===== src/rtl/fetch_unit_pkg.sv =====
// Shared widths, FSM encoding and opcode constants for the fetch path.
package fetch_unit_pkg;

  localparam int OPC_W = 3;
  localparam int XLEN  = 16;

  typedef enum logic [1:0] {
    ST_IDLE  = 2'd0,
    ST_FETCH = 2'd1,
    ST_VALID = 2'd2
  } fetch_state_t;

  localparam logic [OPC_W-1:0] OPC_R    = 3'b000;
  localparam logic [OPC_W-1:0] OPC_ADDI = 3'b001;
  localparam logic [OPC_W-1:0] OPC_SUBI = 3'b010;
  localparam logic [OPC_W-1:0] OPC_ST   = 3'b011;
  localparam logic [OPC_W-1:0] OPC_LD   = 3'b100;
  localparam logic [OPC_W-1:0] OPC_JMP  = 3'b101;
  localparam logic [OPC_W-1:0] OPC_BEQ  = 3'b110;

endpackage


===== src/rtl/fetch_unit_next_pc.sv =====
// Combinational next-PC selection: jump beats branch, branch needs zero.
module fetch_unit_next_pc
  import fetch_unit_pkg::*;
(
  input  logic [XLEN-1:0] pc,
  input  logic [XLEN-1:0] instr,
  input  logic            jump,
  input  logic            branch,
  input  logic            zero,
  output logic [XLEN-1:0] next_pc
);

  logic [XLEN-1:0] pc_inc;
  logic [XLEN-1:0] br_off;

  assign pc_inc = pc + 16'd1;
  assign br_off = {{9{instr[6]}}, instr[6:0]};

  always_comb begin
    next_pc = pc_inc;
    if (jump)
      next_pc = {pc[15:13], instr[12:0]};
    else if (branch && zero)
      next_pc = pc_inc + br_off;
  end

endmodule


===== src/rtl/fetch_unit.sv =====
// Instruction fetch FSM: requests a word at pc, holds it for decode until consumed.
//   state    | meaning
//   ST_IDLE  | nothing outstanding, waiting for run
//   ST_FETCH | imem_req asserted at pc, waiting for imem_ack
//   ST_VALID | instr presented to decode, waiting for instr_ready
module fetch_unit
  import fetch_unit_pkg::*;
#(
  parameter logic [15:0] RESET_PC = 16'h0000
) (
  input  logic            clk,
  input  logic            rst_n,
  input  logic            run,
  output logic            imem_req,
  output logic [XLEN-1:0] imem_addr,
  input  logic            imem_ack,
  input  logic [XLEN-1:0] imem_rdata,
  output logic [XLEN-1:0] instr,
  output logic            instr_valid,
  input  logic            instr_ready,
  input  logic            jump,
  input  logic            branch,
  input  logic            zero,
  output logic [XLEN-1:0] pc,
  output logic [XLEN-1:0] retired
);

  fetch_state_t    state;
  logic [XLEN-1:0] pc_next;

  fetch_unit_next_pc u_next_pc (
    .pc      (pc),
    .instr   (instr),
    .jump    (jump),
    .branch  (branch),
    .zero    (zero),
    .next_pc (pc_next)
  );

  assign imem_addr = pc;

  always_ff @(posedge clk or negedge rst_n) begin
    if (!rst_n) begin
      state       <= ST_IDLE;
      pc          <= RESET_PC;
      instr       <= '0;
      retired     <= '0;
      imem_req    <= 1'b0;
      instr_valid <= 1'b0;
    end else begin
      case (state)
        ST_IDLE: begin
          if (run) begin
            state    <= ST_FETCH;
            imem_req <= 1'b1;
          end
        end
        ST_FETCH: begin
          // Once a request is out it always completes; run is only looked at on consume.
          if (imem_ack) begin
            instr       <= imem_rdata;
            state       <= ST_VALID;
            imem_req    <= 1'b0;
            instr_valid <= 1'b1;
          end
        end
        ST_VALID: begin
          if (instr_ready) begin
            pc          <= pc_next;
            retired     <= retired + 16'd1;
            instr_valid <= 1'b0;
            if (run) begin
              state    <= ST_FETCH;
              imem_req <= 1'b1;
            end else begin
              state <= ST_IDLE;
            end
          end
        end
        default: begin
          state       <= ST_IDLE;
          imem_req    <= 1'b0;
          instr_valid <= 1'b0;
        end
      endcase
    end
  end

endmodule


===== config.mk =====
export PLATFORM = sky130hd
export DESIGN_NAME = fetch_unit
export DESIGN_NICKNAME = d
export VERILOG_FILES = /design/src/rtl/fetch_unit_pkg.sv /design/src/rtl/fetch_unit_next_pc.sv /design/src/rtl/fetch_unit.sv
export SDC_FILE = /design/constraint.sdc
export NUM_CORES = 1
export LEC_CHECK = 0
export ABC_CLOCK_PERIOD_IN_PS = 4280
export CORE_MARGIN = 8
export CORE_UTILIZATION = 45
export DETAILED_ROUTE_END_ITERATION = 10
export HOLD_SLACK_MARGIN = 0.1
export PLACE_DENSITY = 0.84
export SLEW_MARGIN = 20
export SYNTH_ARGS = -nofsm -noshare
export SYNTH_HDL_FRONTEND = slang
export SYNTH_SLANG_ARGS = --single-unit

===== constraint.sdc =====
create_clock -name clk -period 4.28 [get_ports clk]
set_input_delay 0.428 -clock clk [delete_from_list [all_inputs] [get_ports clk]]
set_output_delay 0.428 -clock clk [all_outputs]
set_load 0.01 [all_outputs]

# Yosys cells after proc, flatten, opt, wreduce, memory -nomap -nowiden
# Index checks and enable logic that the tools add are counted.
# word_totals
regBits,52
latch_bits,0
ram_bits,0
rom_bits,0
in_bits,24
out_inout_bits,66
wordCells,39
memories,0
# op_classes
addsub,3
mul,0
div_mod_pow,0
n_lt_le_gt_ge,0
eq_ne,5
shift,0
mux,14
n_bitwise,2
n_reduce_logical,8
# op_table
cell,n
$add A16 B1 Y16 const B,2
$add A16 B16 Y16,1
$mux W16,1
$mux W13,1
$reduce_and A3 Y1,3
$mux W1,6
$mux W2,3
$ne A2 B2 Y1 const B,3
$pmux W1 S3,2
$pmux W2 S3,1
$reduce_and A2 Y1,3
$eq A2 B1 Y1 const B,1
$eq A2 B2 Y1 const B,1
$logic_not A2 Y1,1
$not A1 Y1,2
$logic_and A1 B1 Y1,1

# Depth between registers and ports, before layout
# logic_depth
ltp_word,4
depth_mapped,14
mapped_depth_nobuf,13

# By module
# From an unflattened synthesis, not the netlist that was laid out.
# hier_totals
cells_unflattened,402
area_unflattened_um2,3653.5
# by_module_without_submodules
module,n_inst,cells_each,area_per_inst_um2,seq_area_each_um2
fetch_unit,1,201,2282.2,1301.2
fetch_unit_next_pc,1,201,1371.3,0.0

# Least setup slack after synthesis
# No wires, ideal clock.
# synth_path
kind,reg-to-reg
from,reg pc[0] (netlist: imem_addr[0])
to,reg pc[15] (netlist: imem_addr[15])
setup_time_ps,126
arrival_ps,3069
required_ps,4154
slack_ps,1085
stages_incl_launch_ff,14
path_buffers,1
period_less_slack_ps,3195
cell_sequence,dfrtp_1 -> ha_1 -> nand3_1 -> nor3_1 -> nand2_1 -> xnor2_1 -> ha_1 -> clkbuf_1 -> a21oi_1 -> o21ai_1 -> a21oi_1 -> o22ai_1 -> or4_1 -> a311o_1
# synth_via
elab_chain_cells,3
# synth_rtl
item,line_no,source
"start, declared",fetch_unit.sv:24,"output logic [XLEN-1:0] pc,"
"start signal, assigned",fetch_unit.sv:69,pc <= pc_next;
$add A16 B1 Y16 *,fetch_unit_next_pc.sv:16,assign pc_inc = pc + 16'd1;
$add A16 B16 Y16,fetch_unit_next_pc.sv:24,next_pc = pc_inc + br_off;
$mux W16 *,fetch_unit_next_pc.sv:23,else if (branch && zero)
# Every way passes the cells marked *; elsewhere a longest branch is shown, timed or not.
# A chain may end at the register's enable or synchronous reset.

# Final worst setup path
# Same ends and word-level chain as after synthesis.

==> results_dict.tcl <==
set metrics [dict create \
    grt_pass1_vias 3215 \
    finalCriticalPeriod_ns 3.534 \
    die_x_um 103.7 \
    synthTopCellsByArea "dfrtp_1 (38%), xnor2_1 (6.3%), ha_1 (6.2%)" \
    fin_crit_sh_pct 82.57 \
    rr_worst_depth 12 \
    std_cell_rows 32 \
    r2r-start "imem_addr[0]" \
    initialDrtViolationCount 222 \
    met2_usage_pct 30.25 \
    setup_viol 0 \
    yosysSeqAreaShare_pct 37.63 \
    cts_tree "yes" \
    nNetsFinal 485 \
    grt_max_degree 53 \
    worst_slew_pin_slew_ns 0.8459 \
    powerDensity_nw_per_um2 773.4 \
    outcome "complete, no violations" \
    start_kind "flip-flop" \
    htreeDepth 2 \
    yosysUniqueCellTypes 49 \
    fin_worst_skew_ns 0.01513 \
    antenna_cells 0 \
    synth-seq-cells 52 \
    area_growth_pct 27.53 \
    wl_per_cell_um 17.19 \
    rsz0062_at_grt "false" \
    place_inst 538 \
    syn_inst 374 \
    synth_nets 416 \
    drive_gt1_share_pct 8.108 \
    ant_nets 0 \
    yosysWarnings 0 \
    top_usage_layer "met2" \
    synth-edff-count 0 \
    hpwl_mm 7.154 \
    synth_largest_area_cell "dfrtp_1" \
    timing.critical_path.arrival_ns 3.73 \
    drc 0 \
    crit_path_end_kind "flip-flop" \
    syn-cell-area_um2 3458 \
    hold_class "primary input to async pin" \
    final_hold_viol_count 0 \
    maxSlewViolCount 0 \
    timing.fmax_mhz 283.0 \
    io_pins 90 \
    io_buffers 89 \
    finalSetupTns_ns 0 \
    clockBufferDepth 2 \
    grt_pass1_wl_mm 15.84 \
    core_um2 7567 \
    leakagePower_uw 0.001912 \
    wl_mm 9.385 \
    die_area_um2 10750 \
    cts.reportedPaths.clkPinSlew_ns 0.11 \
    synth_top_area_share_pct 37.63 \
    r2r_end "imem_addr[15]" \
    slew_headroom_pct 43.43 \
    cts_sinks 52 \
    clkLatencyLatePin_ns 0.31 \
    syn_area_per_cell_um2 9.247 \
    cts_buffers 5 \
    grt_use_total_pct 17.32 \
    ir_drop_uv 442.6 \
    critPathMaxFanout 8 \
    ctsHoldBuffers 0 \
    start_util_pct 45.70 \
    grt_antenna_before_repair 0 \
    synthFlopType "dfrtp_1" \
    cts_resized 0 \
    drt_pass1_iterations 5 \
    overflow 0 \
    vias 3065 \
    gp_congestion 0.8885 \
    async_reset_ff_share_pct 100.0 \
    grt_use_met1_pct 20.17 \
    root_buffer "clkbuf_8" \
    die_h_um 103.7 \
    via_per_inst 5.614 \
    cts_setup_buffers 0 \
    stdcell_count 546 \
    r2r_slack_ns 0.75 \
    fillCellCount 637 \
    use_met3_pct 5.452 \
    required_ns 4.48 \
    path_class "flip-flop to flip-flop" \
    drv_cap 0 \
]
## synthesized netlist by cell type (2+ instances only)
master,number
nor4b_1,2
dfrtp_1,52
ha_1,17
a21o_1,7
and2_1,3
o21bai_1,5
inv_1,11
and3_1,12
nand3_1,22
xor2_1,13
o21ai_0,13
nand2_1,42
mux2i_1,5
mux2_2,17
buf_4,16
nand4_1,3
a22oi_1,3
nor3_1,4
a211oi_1,2
nor2_1,20
xnor2_1,25
clkbuf_1,12
a21oi_1,26
or3_1,2
nand3b_1,2
o22ai_1,5
o21ai_1,3
nand4_2,2
o31ai_1,3
a31oi_1,3
o211ai_1,4
## sequential cells by signal, summed over array words and instances (netlist names)
signal / cells
instr_valid: 1
instr: 16
imem_req: 1
retired: 16
imem_addr: 16
state: 2
## routing by layer
metal / vias up / wire length [um] / share of wire [%]
met2: 132 / 4631 / 49
met1: 1475 / 3776 / 40
met3: 10 / 856 / 9.1
met5: - / 0 / 0
met4: 0 / 121 / 1.3
li1: 1448 / - / -
## layout by cell type (no fill, tap or decap), drive strengths merged, types with 5 or more instances in the layout
cell type      instances
clkbuf                 5
nand2                 43
nand3                 23
mux2                  17
a21o                   7
o211ai                 5
and3                  12
o21bai                 5
nand4                  5
clkdlybuf4s50         88
mux2i                  5
nor2                  20
a21oi                 27
inv                   13
o21ai                 16
nor3                   5
o22ai                  5
xnor2                 25
dfrtp                 52
xor2                  13
ha                    17
## worst max-delay path by stage
stage	from	slack [ns]	end	cells after the start
finish	imem_addr[0]	0.75	imem_addr[15]	12
global route	imem_addr[0]	0.42	imem_addr[15]	13
CTS	imem_addr[0]	0.81	imem_addr[15]	12
detailed placement	imem_addr[0]	0.86	imem_addr[15]	12
global placement	imem_addr[0]	1.01	imem_addr[15]	12
floorplan	imem_addr[0]	1.09	imem_addr[15]	13
## report_power, final
group | internal [uW] | switching (uW)
clock network | 120 | 175
registers | 667 | 267
logic | 1080 | 1100
## through the flow
step | cell area [um^2] | total power [uW] | hold WS [ns] | setup slack, ns | utilization (%)
global placement | 4317 | 3020 | 0.4634 | 1.007 | 57.04
floorplan | 3458 | 2333 | 0.1324 | 1.085 | -
detailed placement | 4317 | 3098 | 0.4655 | 0.8638 | 57.04
finish | 4410 | 3411 | 0.2157 | 0.7460 | 58.28
global route | 4410 | 3678 | 0.2782 | 0.4210 | 58.28
CTS | 4410 | 3414 | 0.2397 | 0.8143 | 58.28
## kinds of logic (layout without fill, tap and decap cells)
kind of cell	count (synthesis)	in the layout	share of synthesized area (%)
simple gates	122	122	17.95
compound gates	82	82	14.98
flops	52	52	37.63
buf+inv	40	110	6.114
xor+xnor	38	38	9.624
mux	22	22	6.983
fa+ha+maj	18	18	6.729
## critical path, cell delays in order, from the launching register on
cell and delay, ns:
dfrtp_1 0.49, ha_1 0.25, nand3_1 0.18, nor3_1 0.42, nand2_1 0.12, xnor2_1 0.16, ha_1 0.39, a21oi_1 0.22
o21ai_1 0.11, a21oi_1 0.15, o22ai_1 0.13, or4_1 0.50, a311o_1 0.32
## final cells by class
type	instances	area, um^2	share of cell area (%)
sequential	52	1301	29.50
clock inverter	3	25.02	0.5674
multi-input combinational	282	1946	44.11
tap	102	127.6	2.894
timing repair buffer	91	900.9	20.43
inverter	11	41.29	0.9362
clock buffer	5	68.82	1.560
(Power assumes the default switching activity.)
